$ cat src/rtl/ama_riscv_fetch.sv
// ama_riscv_fetch: IF stage with PC register, next-PC mux, IMEM drive and IF/ID register.
// Optional performance counters are enabled by defining AMA_RISCV_FETCH_PERF_EN.
`default_nettype none

module ama_riscv_fetch #(
    parameter logic [31:0] RESET_VECTOR = 32'h0000_0000,
    parameter int          IMEM_AW      = 14
) (
    input  logic               clk,
    input  logic               rst,
    input  logic [1:0]         pc_sel,
    input  logic [1:0]         pc_we,
    input  logic               imem_en,
    input  logic               stall_if,
    input  logic               clear_if,
    input  logic [31:0]        alu_out,
    input  logic [31:0]        bp_target,
    output logic [IMEM_AW-1:0] imem_addr,
    output logic               imem_en_o,
    input  logic [31:0]        imem_rdata,
    output logic [31:0]        pc,
    output logic [31:0]        pc_id,
    output logic [31:0]        inst_id,
    output logic               inst_valid_id
`ifdef AMA_RISCV_FETCH_PERF_EN
    ,
    output logic [31:0]        perf_fetch_cnt,
    output logic [31:0]        perf_stall_cnt
`endif
);

    localparam logic [31:0] NOP               = 32'h0000_0013;
    localparam logic [1:0]  PC_SEL_INC4       = 2'd0;
    localparam logic [1:0]  PC_SEL_ALU        = 2'd1;
    localparam logic [1:0]  PC_SEL_BP         = 2'd2;
    localparam logic [1:0]  PC_SEL_START_ADDR = 2'd3;

    typedef enum logic [1:0] {
        BOOT  = 2'd0,
        RUN   = 2'd1,
        STALL = 2'd2
    } state_t;

    state_t      state;
    state_t      state_next;
    logic [31:0] pc_next;
    logic [31:0] hold_inst;
    logic        kill;

    // Bit 1 of pc_we is reserved and the ALU target is forced halfword aligned.
    logic unused_bits;
    assign unused_bits = ^{pc_we[1], alu_out[0]};

    assign imem_addr = pc[IMEM_AW+1:2];

    always_comb begin
        pc_next = pc + 32'd4;
        case (pc_sel)
            PC_SEL_INC4:       pc_next = pc + 32'd4;
            PC_SEL_ALU:        pc_next = {alu_out[31:1], 1'b0};
            PC_SEL_BP:         pc_next = bp_target;
            PC_SEL_START_ADDR: pc_next = RESET_VECTOR;
            default:           pc_next = pc + 32'd4;
        endcase
    end

    always_ff @(posedge clk or posedge rst) begin
        if (rst) state <= BOOT;
        else     state <= state_next;
    end

    always_comb begin
        state_next = state;
        imem_en_o  = imem_en & ~stall_if;
        inst_id    = imem_rdata;
        case (state)
            BOOT: begin
                state_next = RUN;
                imem_en_o  = 1'b1;
                inst_id    = NOP;
            end
            RUN: begin
                if (stall_if) state_next = STALL;
                if (kill)     inst_id    = NOP;
            end
            STALL: begin
                if (!stall_if) state_next = RUN;
                inst_id = hold_inst;
            end
            default: begin
                state_next = BOOT;
                inst_id    = NOP;
            end
        endcase
    end

    // inst_valid_id already reflects a pending kill, so it doubles as the held valid bit.
    always_ff @(posedge clk or posedge rst) begin
        if (rst) begin
            pc            <= RESET_VECTOR;
            pc_id         <= 32'd0;
            inst_valid_id <= 1'b0;
            kill          <= 1'b0;
            hold_inst     <= NOP;
        end else if (state == BOOT) begin
            // The decoder still drives START_ADDR here; skip past the vector already fetched.
            pc            <= RESET_VECTOR + 32'd4;
            pc_id         <= pc;
            inst_valid_id <= 1'b1;
            kill          <= 1'b0;
        end else begin
            kill <= clear_if;
            if (stall_if) begin
                if (clear_if) begin
                    hold_inst     <= NOP;
                    inst_valid_id <= 1'b0;
                end else if (state == RUN) begin
                    hold_inst <= inst_id;
                end
            end else begin
                if (pc_we[0]) pc <= pc_next;
                pc_id         <= pc;
                inst_valid_id <= ~clear_if;
            end
        end
    end

`ifdef AMA_RISCV_FETCH_PERF_EN
    always_ff @(posedge clk or posedge rst) begin
        if (rst) begin
            perf_fetch_cnt <= 32'd0;
            perf_stall_cnt <= 32'd0;
        end else begin
            if ((state == BOOT) || (pc_we[0] && !stall_if))
                perf_fetch_cnt <= perf_fetch_cnt + 32'd1;
            if ((state != BOOT) && stall_if)
                perf_stall_cnt <= perf_stall_cnt + 32'd1;
        end
    end
`endif

endmodule

`default_nettype wire

$ cat config.mk
export PLATFORM = sky130hd
export DESIGN_NAME = ama_riscv_fetch
export DESIGN_NICKNAME = d
export VERILOG_FILES = /design/src/rtl/ama_riscv_fetch.sv
export SDC_FILE = /design/constraint.sdc
export NUM_CORES = 1
export LEC_CHECK = 0
export ABC_AREA = 0
export CAP_MARGIN = 20
export CORE_ASPECT_RATIO = 0.75
export CORE_MARGIN = 1
export CORE_UTILIZATION = 45
export CTS_BUF_LIST = sky130_fd_sc_hd__clkbuf_4 sky130_fd_sc_hd__clkbuf_8
export DETAILED_ROUTE_END_ITERATION = 10
export DONT_BUFFER_PORTS = 1
export PLACE_DENSITY = 0.68
export SLEW_MARGIN = 10
export SYNTH_ARGS = -nofsm -noshare
export SYNTH_HDL_FRONTEND = slang
export SYNTH_SLANG_ARGS = --single-unit
$ cat constraint.sdc
create_clock -name clk -period 9.24 [get_ports clk]
set_input_delay 1.848 -clock clk [delete_from_list [all_inputs] [get_ports clk]]
set_output_delay 1.848 -clock clk [all_outputs]
set_load 0.005 [all_outputs]
==> flow_metrics.env, run 1 <==
export IMPL_outcome="finished clean"
export IMPL_placed_cell_area_sq_um=5780
export IMPL_cts_hold_buf=0
export IMPL_dpl_hpwl_mm=11.5
export IMPL_hold_path_depth=2
export IMPL_synthTopCellsByArea="dfrtp_1 42%, mux2_2 6.0%, a22oi_1 5.5%"
export IMPL_wl_per_cell_microns=23.2
export IMPL_slew_viol_final=0
export IMPL_synth_distinct_cells=56
export IMPL_die_area_sq_um=13300
export IMPL_drive_gt1_share_pct=13.9
export IMPL_drt_initial_drc_count=448
export IMPL_clockBufferDepth=2
export IMPL_crit_required_ns=7.39
export IMPL_fmax_mhz=245
export IMPL_rsz0062_at_grt="no"
export IMPL_post_route_min_period_ns=4.08
export IMPL_synth_edf_count=0
export IMPL_cp_max_fo=23
export IMPL_cts_root_buf="clkbuf_8"
export IMPL_final_area_sq_um=6020
export IMPL_syn_area_sq_um=5770
export IMPL_reg2reg_depth=7
export IMPL_numPortBuffers=0
export IMPL_cts_resized=0
export IMPL_antenna_found_initial=0
export IMPL_power_density_nw_per_um2=255
export IMPL_synth_flop_cell="dfrtp_1"
export IMPL_crit_path_start_kind="register"
export IMPL_finalPower_mw=1.53
export IMPL_critPathArrivalTime_ns=2.24
export IMPL_cts_sinks=100
export IMPL_coreArea_sq_um=12400
export IMPL_cts_made_buffers=9
export IMPL_route_final_wire_length_mm=16.7
export IMPL_avgSynthCellArea_sq_um=9.85
export IMPL_fin_skew_ns=0.00826
export IMPL_drc=0
export IMPL_cap_violations=0
export IMPL_grt_max_degree=69
export IMPL_vias_per_cell=6.85
export IMPL_row_count=35
export IMPL_diodes=0
export IMPL_gp_congestion=0.803
export IMPL_synth_seq_cells=100
export IMPL_setup_viol=0
export IMPL_die_w_microns=133
export IMPL_synthCells=586
export IMPL_track_usage_pct=24.9
export IMPL_tns_ns=0
export IMPL_async_reset_ff_share_pct=100
export IMPL_utilization_pct=48.6
export IMPL_yosysSeqAreaShare_pct=43.4
export IMPL_nets=662
export IMPL_worstHoldPathType="reg -> reg"
export IMPL_area_growth_syn_to_layout_pct=4.31
export IMPL_finalHoldViolCount=0
export IMPL_cts_tree="done"
export IMPL_synth_top_cell_area_share_pct=42.0
export IMPL_ir_drop_v=0.000226
export IMPL_grt_pass1_vias=4743
export IMPL_overflow=0
export IMPL_grt_pass1_wl_mm=25.8
export IMPL_synth_net_count=700
export IMPL_pin_count=217
export IMPL_die_h_microns=100
export IMPL_p_leak_nw=2.42
export IMPL_postCtsSetupRepairBufs=0
export IMPL_period_share_pct=44.2
export IMPL_tightest_slew_ns=1.08
export IMPL_crit_type="reg -> out"
export IMPL_fin_hold_ws_ns=0.490
export IMPL_critPathCaptureType="primary output"
export IMPL_start_util_pct=46.6
export IMPL_drtAntennaViolNets=0
export IMPL_yosys_area_top_type="dfrtp_1"
export IMPL_relSlewSlack_pct=28.0
export IMPL_drt_first_pass_iters=5
export IMPL_ys_warnings_count=0
export IMPL_via_count=4922
export IMPL_htreeDepth=3
export IMPL_clock_latency_ns=0.37
export IMPL_clk_pin_slew_ns=0.10
==> stage by stage <==
step,setup slack (ns),cells
2_1_floorplan,4.78,586
3_3_place_gp,5.09,700
3_5_place_dp,5.14,701
4_1_cts,4.71,717
5_1_grt,4.99,719
6_report,5.16,719
==> cell type report <==
cell class	count	area, sq um
timing repair buffer	11	105
fill	1154	6370
clock buffer	11	151
multi-input combinational	415	2950
sequential	100	2510
clock inverter	5	60.1
inverter	11	43.8
tap	166	208
==> cells in the final DEF, fill, tap and decap left out, drive strengths merged, types with 2 or more instances in the layout <==
| cell | instances |
|---|---|
| dfrtp | 97 |
| buf | 11 |
| a31oi | 2 |
| mux2 | 31 |
| o311ai | 3 |
| a21oi | 17 |
| and4 | 6 |
| o211ai | 11 |
| o221a | 2 |
| a21o | 2 |
| nand4 | 15 |
| nor2 | 30 |
| a22oi | 42 |
| dfstp | 3 |
| nor4 | 2 |
| a22o | 33 |
| clkbuf | 11 |
| o21ai | 21 |
| nand4b | 2 |
| a221o | 5 |
| and3 | 5 |
| nand2 | 27 |
| inv | 11 |
| nor2b | 34 |
| nand3 | 26 |
| a211oi | 3 |
| nor3 | 13 |
| nand2b | 2 |
| o41ai | 4 |
| or4 | 5 |
| ha | 9 |
| nor3b | 4 |
| clkinv | 3 |
| a221oi | 27 |
| o31ai | 7 |
| or3 | 14 |
==> report_power, final <==
group / total, mW / internal (mW) / switching (mW)
combinational: 0.550 / 0.226 / 0.324
sequential: 0.684 / 0.547 / 0.137
clock: 0.299 / 0.141 / 0.159
==> cells by family after synthesis <==
group / after synthesis / share of synthesized area, %
adder cells (fa/ha/maj): 9 / 1.95
multiplexers: 31 / 6.05
flip-flops: 100 / 43.4
AND/OR/NAND/NOR: 190 / 18.6
buffers and inverters: 71 / 5.79
AO/OA/AOI/OAI: 185 / 24.2
==> synthesized netlist by cell type, types with 3 or more instances <==
| cell | n |
|---|---|
| or3_1 | 13 |
| mux2_2 | 31 |
| a22o_1 | 33 |
| clkbuf_1 | 33 |
| a221oi_1 | 27 |
| or4_1 | 3 |
| o41ai_1 | 4 |
| nand3_1 | 24 |
| a21oi_1 | 17 |
| o21ai_0 | 21 |
| dfrtp_1 | 97 |
| and3_1 | 4 |
| buf_1 | 6 |
| ha_1 | 9 |
| nor3_1 | 13 |
| buf_4 | 14 |
| nor3b_1 | 4 |
| buf_2 | 6 |
| nor2_1 | 30 |
| and4_1 | 5 |
| nor2b_1 | 34 |
| o211ai_1 | 11 |
| nand4_1 | 15 |
| inv_1 | 11 |
| nand2_1 | 27 |
| o31ai_1 | 7 |
| a22oi_1 | 42 |
| a221o_1 | 5 |
| dfstp_2 | 3 |
| a211oi_1 | 3 |
==> state kept, by name, summed over array words and instances, names as in the netlist <==
name           flops
hold_inst         32
inst_valid_id      1
kill               1
pc                32
pc_id             32
state              2
==> path summary, 6_finish.rpt <==
| check | start | to | slack, ns |
|---|---|---|---|
| hold / removal | hold_inst[4]$_DFFE_PP1P_ | hold_inst[4]$_DFFE_PP1P_ | 0.49 |
| hold reg to reg | hold_inst[4]$_DFFE_PP1P_ | hold_inst[4]$_DFFE_PP1P_ | 0.49 |
| max in group asynchronous | rst | pc[7]$_DFFE_PP0P_ | 6.66 |
| min in group asynchronous | rst | hold_inst[21]$_DFFE_PP0P_ | 1.33 |
| setup reg to reg | state[0]$_DFFE_PP0P_ | pc[25]$_DFFE_PP0P_ | 6.58 |
| setup / recovery | state[1]$_DFFE_PP0P_ | inst_id[26] | 5.16 |
==> metal layers <==
metal,wire (microns),global-route usage (%),up-vias
met4,269,8.75,0
met5,0,0,-
li1,-,-,2172
met3,1380,6.01,24
met1,7340,34.0,2465
met2,7680,38.7,261
==> critical path, cell delays in order, from the launching register on <==
cell     delay [ns]
dfrtp_1        0.44
inv_1          0.13
ha_1           0.27
nor2b_2        0.41
buf_8          0.24
a22oi_1        0.11
nor2b_1        0.25
No activity file was read; power rests on OpenSTA's default activity.
==> run 2, diff against run 1 <==
==> constraint.sdc (replaced) <==
create_clock -name clk -period 4.2 [get_ports clk]
set_input_delay 0.84 -clock clk [delete_from_list [all_inputs] [get_ports clk]]
set_output_delay 0.84 -clock clk [all_outputs]
set_load 0.005 [all_outputs]
==> run 2 against run 1 <==
  * Clock-buffer cell count unchanged
  * Critical path depth decreased by 3
  * Global-route usage decreased by 0.34 points
==> flow_metrics.env, run 2 (synthesis gave the netlist of run 1 again) <==
export IMPL_outcome="finished clean"
export IMPL_grt_pass1_vias=4780
export IMPL_drtAntennaViolNets=0
export IMPL_finalWorstSetupSlack_ns=1.25
export IMPL_p_clk_share_pct=18.7
export IMPL_nets=666
export IMPL_swShare_pct=40.5
export IMPL_post_route_min_period_ns=2.95
export IMPL_cts_resized=0
export IMPL_die_w_microns=133
export IMPL_overflow=0
export IMPL_cts_tree="done"
export IMPL_dpl_hpwl_mm=11.5
export IMPL_cts_made_buffers=9
export IMPL_area_growth_syn_to_layout_pct=4.57
export IMPL_cts_root_buf="clkbuf_8"
export IMPL_dp_slack_ns=1.39
export IMPL_crit_required_ns=3.36
export IMPL_drt_first_pass_iters=5
export IMPL_die_area_sq_um=13300
export IMPL_multi_input_area_sq_um=2950
export IMPL_clock_latency_ns=0.37
export IMPL_drt_initial_drc_count=382
export IMPL_cts_hold_buf=0
export IMPL_final_common_cell="dfrtp_1"
export IMPL_rsz0062_at_grt="no"
export IMPL_seqPwrFrac_pct=44.8
export IMPL_period_share_pct=70.3
export IMPL_fin_skew_ns=0.0120
export IMPL_drc=0
export IMPL_cts_sinks=100
export IMPL_diodes=0
export IMPL_mostFrequentLayoutCells="97 x dfrtp_1, 42 x a22oi_1, 33 x a22o_1, 33 x nor2b_1, 31 x mux2_2"
export IMPL_critPathCaptureType="primary output"
export IMPL_fillers=1165
export IMPL_p_sw_mw=1.36
export IMPL_route_final_wire_length_mm=16.5
export IMPL_gp_congestion=0.809
export IMPL_via_count=4994
export IMPL_pin_count=217
export IMPL_tightest_slew_ns=0.873
export IMPL_power_density_nw_per_um2=555
export IMPL_track_usage_pct=24.6
export IMPL_row_count=35
export IMPL_drive_gt1_share_pct=14.5
export IMPL_worstHoldPathType="in -> async"
export IMPL_wl_per_cell_microns=22.8
export IMPL_coreArea_sq_um=12400
export IMPL_setup_viol=0
export IMPL_p_int_mw=2.00
export IMPL_clockBufferDepth=2
export IMPL_cp_max_fo=32
export IMPL_vias_per_cell=6.91
export IMPL_fmax_mhz=339
export IMPL_ir_drop_v=0.000371
export IMPL_postCtsSetupRepairBufs=0
export IMPL_seqCellArea_sq_um=2510
export IMPL_relSlewSlack_pct=41.8
export IMPL_tns_ns=0
export IMPL_die_h_microns=100
export IMPL_grt_max_degree=46
export IMPL_critPathArrivalTime_ns=2.11
export IMPL_crit_type="reg -> out"
export IMPL_numPortBuffers=0
export IMPL_p_leak_nw=2.44
export IMPL_grt_pass1_wl_mm=25.5
export IMPL_p_comb_share_pct=36.5
export IMPL_htreeDepth=3
export IMPL_cap_violations=0
export IMPL_slew_viol_final=0
export IMPL_start_util_pct=46.6
export IMPL_largestRegisters="hold_inst (32), pc (32), pc_id (32)"
export IMPL_clk_pin_slew_ns=0.09
export IMPL_finalHoldViolCount=0
export IMPL_crit_path_start_kind="register"
export IMPL_antenna_found_initial=0
## run 2: power by group through the flow
| stage | clock [mW] | combinational, mW | sequential (mW) |
|---|---|---|---|
| floorplan | 0 | 0.999 | 1.40 |
| global placement | 0 | 1.14 | 1.50 |
| detailed placement | 0 | 1.20 | 1.52 |
| CTS | 0.652 | 1.20 | 1.50 |
| global route | 0.682 | 1.33 | 1.54 |
| finish | 0.628 | 1.22 | 1.50 |
## run 2: per-stage QoR
step | cell area, sq um | hold WS, ns | utilization [%] | power [mW] | cells
after floorplan | 5770 | 0.458 | - | 2.40 | 586
after global placement | 5800 | 0.465 | 46.8 | 2.64 | 704
after detailed placement | 5810 | 0.472 | 46.9 | 2.72 | 705
after CTS | 6000 | 0.293 | 48.4 | 3.36 | 721
after global routing | 6040 | 0.298 | 48.7 | 3.55 | 723
final | 6040 | 0.305 | 48.7 | 3.35 | 723
## run 2: layout make-up
class	count	area share, %
Clock inverter	5	0.870
Multi-Input combinational cell	415	48.8
Inverter	11	0.725
Clock buffer	11	2.30
Sequential cell	100	41.5
Timing Repair Buffer	15	2.32
Tap cell	166	3.44
## run 2: worst max-delay path, cell delays in order (launching register included)
cell,delay [ns]
dfrtp_1,0.43
inv_1,0.10
ha_1,0.86
nor2b_1,0.35
## run 2: worst paths after layout
check,start,endpoint,slack (ns),cells past startpoint
worst max-delay path,state[0]$_DFFE_PP0P_,inst_id[30],1.25,3
worst min-delay path,rst,hold_inst[28]$_DFFE_PP0P_,0.30,1
worst max register to register,state[0]$_DFFE_PP0P_,pc[19]$_DFFE_PP0P_,1.51,7
worst min register to register,hold_inst[1]$_DFFE_PP1P_,hold_inst[1]$_DFFE_PP1P_,0.48,2
max in group asynchronous,rst,state[0]$_DFFE_PP0P_,2.99,2
min in group clk,hold_inst[1]$_DFFE_PP1P_,hold_inst[1]$_DFFE_PP1P_,0.48,2
## run 2: per-layer routing
| layer | share of wire (%) | vias up | track usage [%] |
|---|---|---|---|
| met5 | 0 | - | 0 |
| met4 | 1.9 | 0 | 7.34 |
| met3 | 9.1 | 31 | 7.42 |
| met2 | 46 | 265 | 39.2 |
| met1 | 43 | 2513 | 32.2 |
| li1 | - | 2185 | - |
